## src/rtl/cpu_types_pkg.sv

```systemverilog
// cpu_types_pkg: shared CPU/memory types plus the RAM arbiter state encoding.
package cpu_types_pkg;
    typedef logic [31:0] word_t;
    typedef enum logic [1:0] {FREE, BUSY, ACCESS, ERROR} ramstate_t;
    typedef enum logic {IDLE, OWN} arb_state_t;
    localparam int ARB_TIMEOUT_DEFAULT = 64;
endpackage

```

## src/rtl/rr_picker.sv

```systemverilog
// rr_picker: round-robin search for the first requester after rr_ptr, with wrap.
module rr_picker #(
    parameter int NREQ = 4,
    parameter int IDW  = $clog2(NREQ)
) (
    input  logic [NREQ-1:0] req,
    input  logic [IDW-1:0]  rr_ptr,
    output logic            found,
    output logic [IDW-1:0]  idx
);
    logic [IDW-1:0] j;
    // Walk from farthest to nearest so the nearest hit after rr_ptr wins.
    always_comb begin
        found = 1'b0;
        idx   = '0;
        j     = '0;
        for (int k = NREQ; k >= 1; k--) begin
            j = IDW'((int'(rr_ptr) + k) % NREQ);
            if (req[j]) begin
                found = 1'b1;
                idx   = j;
            end
        end
    end
endmodule

```

## src/rtl/ram_arbiter.sv

```systemverilog
// ram_arbiter: round-robin owner of the single-ported RAM with locked bursts,
// error reporting and a per-beat watchdog.
module ram_arbiter
    import cpu_types_pkg::*;
#(
    parameter int NREQ    = 4,
    parameter int TIMEOUT = ARB_TIMEOUT_DEFAULT,
    parameter int IDW     = $clog2(NREQ)
) (
    input  logic              CLK,
    input  logic              nRST,
    input  logic [NREQ-1:0]   req,
    input  logic [NREQ-1:0]   wen,
    input  logic [NREQ-1:0]   lock,
    input  logic [NREQ*32-1:0] addr,
    input  logic [NREQ*32-1:0] store,
    output logic [NREQ-1:0]   rwait,
    output logic [31:0]       load,
    output logic              ramREN,
    output logic              ramWEN,
    output logic [31:0]       ramaddr,
    output logic [31:0]       ramstore,
    input  logic [31:0]       ramload,
    input  logic [1:0]        ramstate,
    output logic              gnt_valid,
    output logic [IDW-1:0]    gnt_id,
    output logic              err,
    output logic [IDW-1:0]    err_id
);
    localparam int WDW = $clog2(TIMEOUT + 1);

    arb_state_t     state_q, state_d;
    logic [IDW-1:0] rr_q, rr_d, gnt_q, gnt_d, err_id_q;
    logic [WDW-1:0] wdog_q, wdog_d;
    logic           found, own, greq, done, abort;
    logic [IDW-1:0] pick;
    ramstate_t      rs;
    word_t          g_addr, g_store;

    rr_picker #(.NREQ(NREQ), .IDW(IDW)) u_pick (
        .req(req), .rr_ptr(rr_q), .found(found), .idx(pick)
    );

    always_comb begin
        g_addr  = '0;
        g_store = '0;
        for (int i = 0; i < NREQ; i++) begin
            if (gnt_q == IDW'(i)) begin
                g_addr  = addr[i*32 +: 32];
                g_store = store[i*32 +: 32];
            end
        end
    end

    assign rs    = ramstate_t'(ramstate);
    assign own   = state_q == OWN;
    assign greq  = own && req[gnt_q];
    assign done  = greq && rs == ACCESS;
    assign abort = greq && rs != ACCESS && (rs == ERROR || wdog_q == WDW'(TIMEOUT - 1));

    always_comb begin
        ramREN    = greq && !wen[gnt_q];
        ramWEN    = greq && wen[gnt_q];
        ramaddr   = own ? g_addr : '0;
        ramstore  = own ? g_store : '0;
        rwait     = req & ~(NREQ'(done || abort) << gnt_q);
        load      = ramload;
        gnt_valid = own;
        gnt_id    = gnt_q;
        err       = abort;
        err_id    = abort ? gnt_q : err_id_q;
    end

    // Any release (beat end, abort, dropped request) demotes the owner to lowest priority.
    always_comb begin
        state_d = state_q;
        rr_d    = rr_q;
        gnt_d   = gnt_q;
        wdog_d  = '0;
        if (!own) begin
            state_d = found ? OWN : IDLE;
            gnt_d   = found ? pick : gnt_q;
        end else if (!greq || abort || (done && !lock[gnt_q])) begin
            state_d = IDLE;
            rr_d    = gnt_q;
        end else if (!done) begin
            wdog_d = wdog_q + 1'b1;
        end
    end

    always_ff @(posedge CLK or negedge nRST) begin
        if (!nRST) begin
            state_q  <= IDLE;
            rr_q     <= IDW'(NREQ - 1);
            gnt_q    <= '0;
            wdog_q   <= '0;
            err_id_q <= '0;
        end else begin
            state_q  <= state_d;
            rr_q     <= rr_d;
            gnt_q    <= gnt_d;
            wdog_q   <= wdog_d;
            err_id_q <= err_id;
        end
    end
endmodule
```

## config.mk

```make
export PLATFORM = sky130hd
export DESIGN_NAME = ram_arbiter
export DESIGN_NICKNAME = d
export VERILOG_FILES = /design/src/rtl/cpu_types_pkg.sv /design/src/rtl/rr_picker.sv /design/src/rtl/ram_arbiter.sv
export SDC_FILE = /design/constraint.sdc
export NUM_CORES = 1
export LEC_CHECK = 0
export BUFFER_PORTS_ARGS = -buffer_cell sky130_fd_sc_hd__buf_2
export CAP_MARGIN = 0
export CORE_AREA = 2 2 160 162
export CTS_BUF_LIST = sky130_fd_sc_hd__clkbuf_2 sky130_fd_sc_hd__clkbuf_4 sky130_fd_sc_hd__clkbuf_8
export CTS_CLUSTER_SIZE = 14
export DETAILED_ROUTE_END_ITERATION = 8
export DIE_AREA = 0 0 162 164
export SLEW_MARGIN = 20
export SYNTH_ARGS = -nofsm -noshare
export SYNTH_HDL_FRONTEND = slang
export SYNTH_SLANG_ARGS = --single-unit
export TNS_END_PERCENT = 20
```

## constraint.sdc

```tcl
create_clock -name CLK -period 1.85 [get_ports CLK]
set_input_delay 0.185 -clock CLK [delete_from_list [all_inputs] [get_ports CLK]]
set_output_delay 0.185 -clock CLK [all_outputs]
set_load 0.005 [all_outputs]
```

==> flow_summary.toml, run 1 <==
[status]
status = "complete, but fails checks"
violations = "setup timing"

[synthesis]
synthAdderAreaFrac = 0.00411
syn_area_um2 = 3050
muxShareOfSynthArea = 0.512
seq_area_frac_synth = 0.116
ys_warn_count = 0
synth_xor_area_frac = 0.0115
synth.largest_area_cell = "mux4_2"
synth_seq_cells = 14
synthTopCellsByArea = "mux4_2 48%, and2_1 13%, dfrtp_1 9.9%"
synth_cells = 268
synthesis.nets = 573
synthSimpleGateAreaFrac = 0.177
syn_avg_cell_area_um2 = 11.4
synth_top_family_by_area = "multiplexers"
synth-edff-count = 0
ys_types = 40
yosys.area.top_type_share = 0.481
synthFlopType = "dfrtp_1"
synth_compound_area_frac = 0.0526
postSynth.asyncResetShare = 1.00

[sta]
post-route-min-period_ns = 2.05
fmax_mhz = 488
finClkSkew_ns = 0.00386
slew_viol_final = 0
fin_ws_ns = -0.198
setup_viol = 73
fin_setup_tns_ns = -10.02
finalHoldViolations = 0
tightest_slew_ns = 0.411
rsz0062_at_grt = "true"
min_period_over_period = 1.11
relSlewSlack = 0.726

[setup_path]
critPathCaptureType = "output pin"
worstPathRequired_ns = 1.66
worstSetupPathType = "flip-flop to output pin"
crit_path_start_kind = "flip-flop"
cp.arrival_ns = 1.86
cp_max_fo = 5

[placement]
place_congestion = 0.759
io_buffers = 347
dp_cells = 909
hpwl_mm = 13.1

[cts]
cts_tree = "yes"
clockBufferDepth = 2
clkSinkCount = 14
cts_max_level = 1
clockRootBuffer = "clkbuf_8"
clk_latency_ns = 0.24
cts_buffers = 3
clkTransAtPathRegs_ns = 0.06

[routing]
wl_per_cell_um = 17.1
drt_iter0_markers = 159
vias_per_cell = 3.99
first_pass_iters = 4
drtAntennaViolNets = 0
drcViolationCount = 0
dr_total_vias = 3724
wirelength_mm = 15.9

[pwr]
peakVddDrop_v = 0.00107
p_per_area_nw_per_um2 = 1310
total_power_mw = 7.49
total_leakage_power_nw = 2.78

[grt]
grt_max_degree = 45
grtUsageMet3 = 0.0187
grt.met1_usage = 0.143
grt_usage = 0.106
grt_pass1_vias = 3652
use_met2 = 0.183
grt_overflow_total = 0
busiest_layer = "met2"
antenna_found_initial = 0
grt_pass1_wl_mm = 21.7

[floorplanning]
start_util = 0.123
coreArea_um2 = 24800
die_x_um = 162
num_rows = 58
dieArea_um2 = 26600
die_height_um = 164
io_pins = 412

[finish]
n_antenna_cell = 0
finalNonFillerCells = 933
final_util = 0.231
syn_to_final_growth_pct = 88.1
finalNetCount = 909
drive_gt1_frac = 0.833

[worst_hold_path]
hold_class = "primary input to flip-flop"

[job]
cap_violations = 0
-- state kept, by name, summed over array words and instances, names as in the netlist --
register / flops
err_id_q: 2
gnt_id: 2
gnt_valid: 1
rr_q: 2
wdog_q: 7
-- layer usage --
metal  up-vias  wire length [um]
met4         0               112
li1       1667                 -
met1      1828              6540
met5         -                 0
met2       211              8040
met3        18              1220
-- worst paths after layout --
path                                            start                    end  slack, ns  depth (start not counted)
worst max-delay path            gnt_id[0]$_DFFE_PN0P_              err_id[0]      -0.20                          6
worst min-delay path                      ramstate[1]    wdog_q[4]$_DFF_PN0_       0.23                          2
worst max register to register  gnt_id[0]$_DFFE_PN0P_    rr_q[0]$_DFFE_PN1P_       0.03                          7
worst min register to register  err_id_q[1]$_DFF_PN0_  err_id_q[1]$_DFF_PN0_       0.51                          1
max in group asynchronous                        nRST    rr_q[0]$_DFFE_PN1P_       1.21                          2
min in group asynchronous                        nRST    wdog_q[5]$_DFF_PN0_       0.35                          2
-- synth_stat cells, types with 2 or more instances --
cell / number
nand2_1: 6
nand2b_1: 3
buf_4: 34
inv_1: 7
and2_1: 64
xnor2_1: 2
nand3_1: 2
nor2_1: 10
buf_6: 2
mux2i_1: 4
clkbuf_1: 10
a21oi_1: 2
a31oi_1: 4
buf_2: 6
xor2_1: 2
nor3_1: 2
a21boi_0: 2
o31ai_1: 2
dfstp_2: 2
mux2_2: 4
dfrtp_1: 12
mux4_2: 65
buf_1: 4
-- power breakdown --
part           leakage, nW  internal (mW)  switching [mW]  total, mW
Sequential           0.174          0.428           0.102      0.530
Clock               0.0262          0.167           0.109      0.276
Combinational         2.58           4.16            2.53       6.68
-- cell families (layout without fill, tap and decap cells) --
family / count (synthesis) / after routing
xor+xnor: 4 / 4
buf+inv: 63 / 398
flops: 14 / 14
compound gates: 20 / 20
fa+ha+maj: 1 / 1
mux: 74 / 74
simple gates: 92 / 92
-- area by class of cell --
| cell class | instances | area, um^2 |
|---|---|---|
| sequential | 14 | 362 |
| clock buffer | 4 | 48.8 |
| inverter | 7 | 28.8 |
| timing repair buffer | 387 | 2440 |
| multi-input combinational | 191 | 2430 |
| fill | 2688 | 19100 |
| tap | 330 | 413 |
-- critical path, stage by stage, from the launching register on --
cell,delay (ns)
dfrtp_4,0.53
buf_6,0.14
mux2i_1,0.10
o22a_2,0.24
nand2b_4,0.18
mux2_4,0.31
buf_6,0.12
-- placed cells by master, fill, tap and decap left out, types with 3 or more instances in the layout --
cell,instances
and2_4,27
dfrtp_1,9
buf_16,5
a31oi_1,3
inv_1,6
clkbuf_8,3
buf_2,317
mux2_4,3
buf_4,20
buf_6,36
mux4_2,65
nand2_1,6
mux2i_1,4
buf_12,7
nor2_1,9
and2_1,37
-- metrics by stage --
stage / setup slack [ns] / hold slack [ns] / area, um^2
2_1_floorplan: 0.104 / -0.111 / 3050
6_report: -0.198 / 0.227 / 5730
3_3_place_gp: 0.00972 / 0.0943 / 5060
5_1_grt: -0.250 / 0.244 / 5730
4_1_cts: -0.211 / 0.225 / 5490
3_5_place_dp: 0.00211 / 0.0953 / 5060
-- repair_timing --
item / 4_1_cts / 5_1_grt
hold buffers: 1 / 0
endpoints found under the setup margin: 73 / 75
hold endpoints to repair: 12 / 0
buffers inserted: 6 / 10
cloned: 4 / 0
gates resized for setup: 47 / 40
pin swaps: 5 / 8
No activity file was read; power rests on OpenSTA's default activity.
==> run 2: changes to the inputs <==
--- a/config.mk
+++ b/config.mk
@@ -12,6 +12,7 @@
 export CTS_CLUSTER_SIZE = 14
 export DETAILED_ROUTE_END_ITERATION = 8
 export DIE_AREA = 0 0 162 164
+export SETUP_SLACK_MARGIN = 0.05
 export SLEW_MARGIN = 20
 export SYNTH_ARGS = -nofsm -noshare
 export SYNTH_HDL_FRONTEND = slang
==> constraint.sdc (replaced) <==
create_clock -name CLK -period 1.85 [get_ports CLK]
set_input_delay 0.185 -clock CLK [delete_from_list [all_inputs] [get_ports CLK]]
set_output_delay 0.185 -clock CLK [all_outputs]
set_load 0.05 [all_outputs]
==> run 2 against run 1 <==
  * The run still ends with setup timing left
  * Power grew 54%
  * Via count is essentially flat
  * Highest routed layer is now met5
  * Worst hold slack got worse by 0.0050 ns
  * Die area did not move
  * Register-to-register slack worse by 0.07 ns
  * Critical path depth did not move
  * Wire length fell by 0.23%
==> flow_summary.toml, run 2 (synthesis results as in run 1) <==
[placement]
place_area_um2 = 5320
pre_cts_slack_ns = -0.112
hpwl_mm = 13.3
place_congestion = 0.754
dp_cells = 916
io_buffers = 347

[grt]
grt_pass1_wl_mm = 21.9
grt_usage = 0.107
grt_max_degree = 44
grt_overflow_total = 0
grt_pass1_vias = 3758
antenna_found_initial = 5

[sta]
tightest_slew_ns = 0.460
finalHoldViolations = 0
relSlewSlack = 0.693
setup_viol = 75
rsz0062_at_grt = "true"
min_period_over_period = 1.16
worst_hold_slack_ns = 0.222
fin_ws_ns = -0.290
slew_viol_final = 0
post-route-min-period_ns = 2.14
finClkSkew_ns = 0.00311
fmax_mhz = 467

[floorplanning]
die_x_um = 162
dieArea_um2 = 26600
coreArea_um2 = 24800
io_pins = 412
start_util = 0.123
num_rows = 58
die_height_um = 164

[setup_path]
worstPathRequired_ns = 1.66
slowest_stage = "dfrtp_4"
cp.arrival_ns = 1.95
crit_family = "buffers and inverters"
cp_cell_sequence = "buf_12 -> buf_12 -> buf_4 -> mux4_2 -> and2_4 -> buf_6"
critPathCaptureType = "output pin"
crit_top_cell = "buf_12"
cp_max_fo = 11
path_buf_inv = 4
crit_path_start_kind = "flip-flop"
worstSetupPathType = "flip-flop to output pin"
crit_path_max_incr_delay_ns = 0.50

[routing]
wirelength_mm = 15.9
dr_total_vias = 3722
drt_iter0_markers = 155
wl_per_cell_um = 17.0
drtAntennaViolNets = 0
drcViolationCount = 0
vias_per_cell = 3.99
first_pass_iters = 4

[cts]
cts_tree = "yes"
clk_latency_ns = 0.24
clkSinkCount = 14
clockRootBuffer = "clkbuf_8"
cts_buffers = 3
clockBufferDepth = 2
clkTransAtPathRegs_ns = 0.06
cts_max_level = 1

[pwr]
switching_share = 0.511
netSwitchingPower_mw = 5.88
p_comb_frac = 0.930
p_per_area_nw_per_um2 = 1890
peakVddDrop_v = 0.00131
total_leakage_power_nw = 2.89
pwr-share-seq = 0.045
total_power_mw = 11.5
p_int_mw = 5.63
p_clk_frac = 0.026

[finish]
largest_reg_flops = 7
final_common_cell = "buf_2"
regMostFlops = "wdog_q"
drive_gt1_frac = 0.905
finalNonFillerCells = 934
final_cell_mix = "276 x buf_2, 68 x buf_6, 65 x mux4_2, 57 x and2_4, 26 x buf_4"
finalNetCount = 908
final_area_um2 = 6080
syn_to_final_growth_pct = 99.8

[worst_hold_path]
hold_class = "primary input to flip-flop"

[status]
violations = "setup timing"
status = "complete, but fails checks"

[job]
cap_violations = 0
-- run 2: cell types whose count changed in the layout (fill, tap and decap cells not counted), moves of 6 or more --
cell    previous run  this run
buf_2            317       276
and2_1            37         0
buf_6             36        68
and2_4            27        57
and2_2             0         7
buf_4             20        26
buf_8              1         7
-- run 2: cell type report --
class | count | area, um^2
clock buffer | 4 | 55.1
fill | 2687 | 18700
multi-input combinational | 191 | 2580
inverter | 7 | 26.3
tap | 330 | 413
sequential | 14 | 362
antenna | 2 | 5.00
timing repair buffer | 386 | 2640
-- run 2: metrics by stage --
stage	util	setup TNS, ns
6_report	0.245	-14.54
5_1_grt	0.245	-19.12
4_1_cts	0.238	-16.21
3_3_place_gp	0.214	-1.66
3_5_place_dp	0.214	-2.78
2_1_floorplan	-	-0.315
-- run 2: worst reg2reg max path: stages, from the launching register on --
cell and delay, ns:
dfrtp_4 0.50, buf_12 0.15, mux2i_1 0.12, o22a_2 0.28, buf_4 0.17, o31ai_4 0.24, buf_4 0.15, mux2i_2 0.20
-- run 2: timing repair --
| action | CTS | global route |
|---|---|---|
| pin swaps | 2 | 4 |
| buffers inserted | 2 | 7 |
| hold endpoints to repair | 12 | 0 |
| setup endpoints to repair | 75 | 75 |
| gates resized for setup | 141 | 38 |
| cloned | 2 | 0 |
| hold buffers | 1 | 0 |
-- run 2: path summary, 6_finish.rpt --
check / from / end / slack [ns] / cells past startpoint
max: gnt_id[0]$_DFFE_PN0P_ / ramstore[15] / -0.29 / 6
min: ramstate[1] / wdog_q[4]$_DFF_PN0_ / 0.22 / 2
max in group asynchronous: nRST / rr_q[1]$_DFFE_PN1P_ / 1.19 / 2
max reg2reg: gnt_id[0]$_DFFE_PN0P_ / rr_q[0]$_DFFE_PN1P_ / -0.04 / 7
min in group asynchronous: nRST / wdog_q[0]$_DFF_PN0_ / 0.37 / 2
min reg2reg: err_id_q[0]$_DFF_PN0_ / err_id_q[0]$_DFF_PN0_ / 0.50 / 1
-- run 2: power groups by stage --
stage / clock, mW / sequential [mW] / combinational (mW)
finish: 0.295 / 0.515 / 10.7
global route: 0.320 / 0.526 / 11.2
global placement: 0 / 0.522 / 8.86
CTS: 0.303 / 0.511 / 10.5
floorplan: 0 / 0.606 / 7.19
detailed placement: 0 / 0.528 / 8.93
-- run 2: routing by layer --
| layer | global-route usage | up-vias | routed length (um) |
|---|---|---|---|
| met1 | 0.141 | 1811 | 6650 |
| met3 | 0.0301 | 22 | 1250 |
| met2 | 0.177 | 216 | 7670 |
| li1 | - | 1669 | - |
| met5 | 0 | - | 24 |
| met4 | 0.0201 | 4 | 288 |
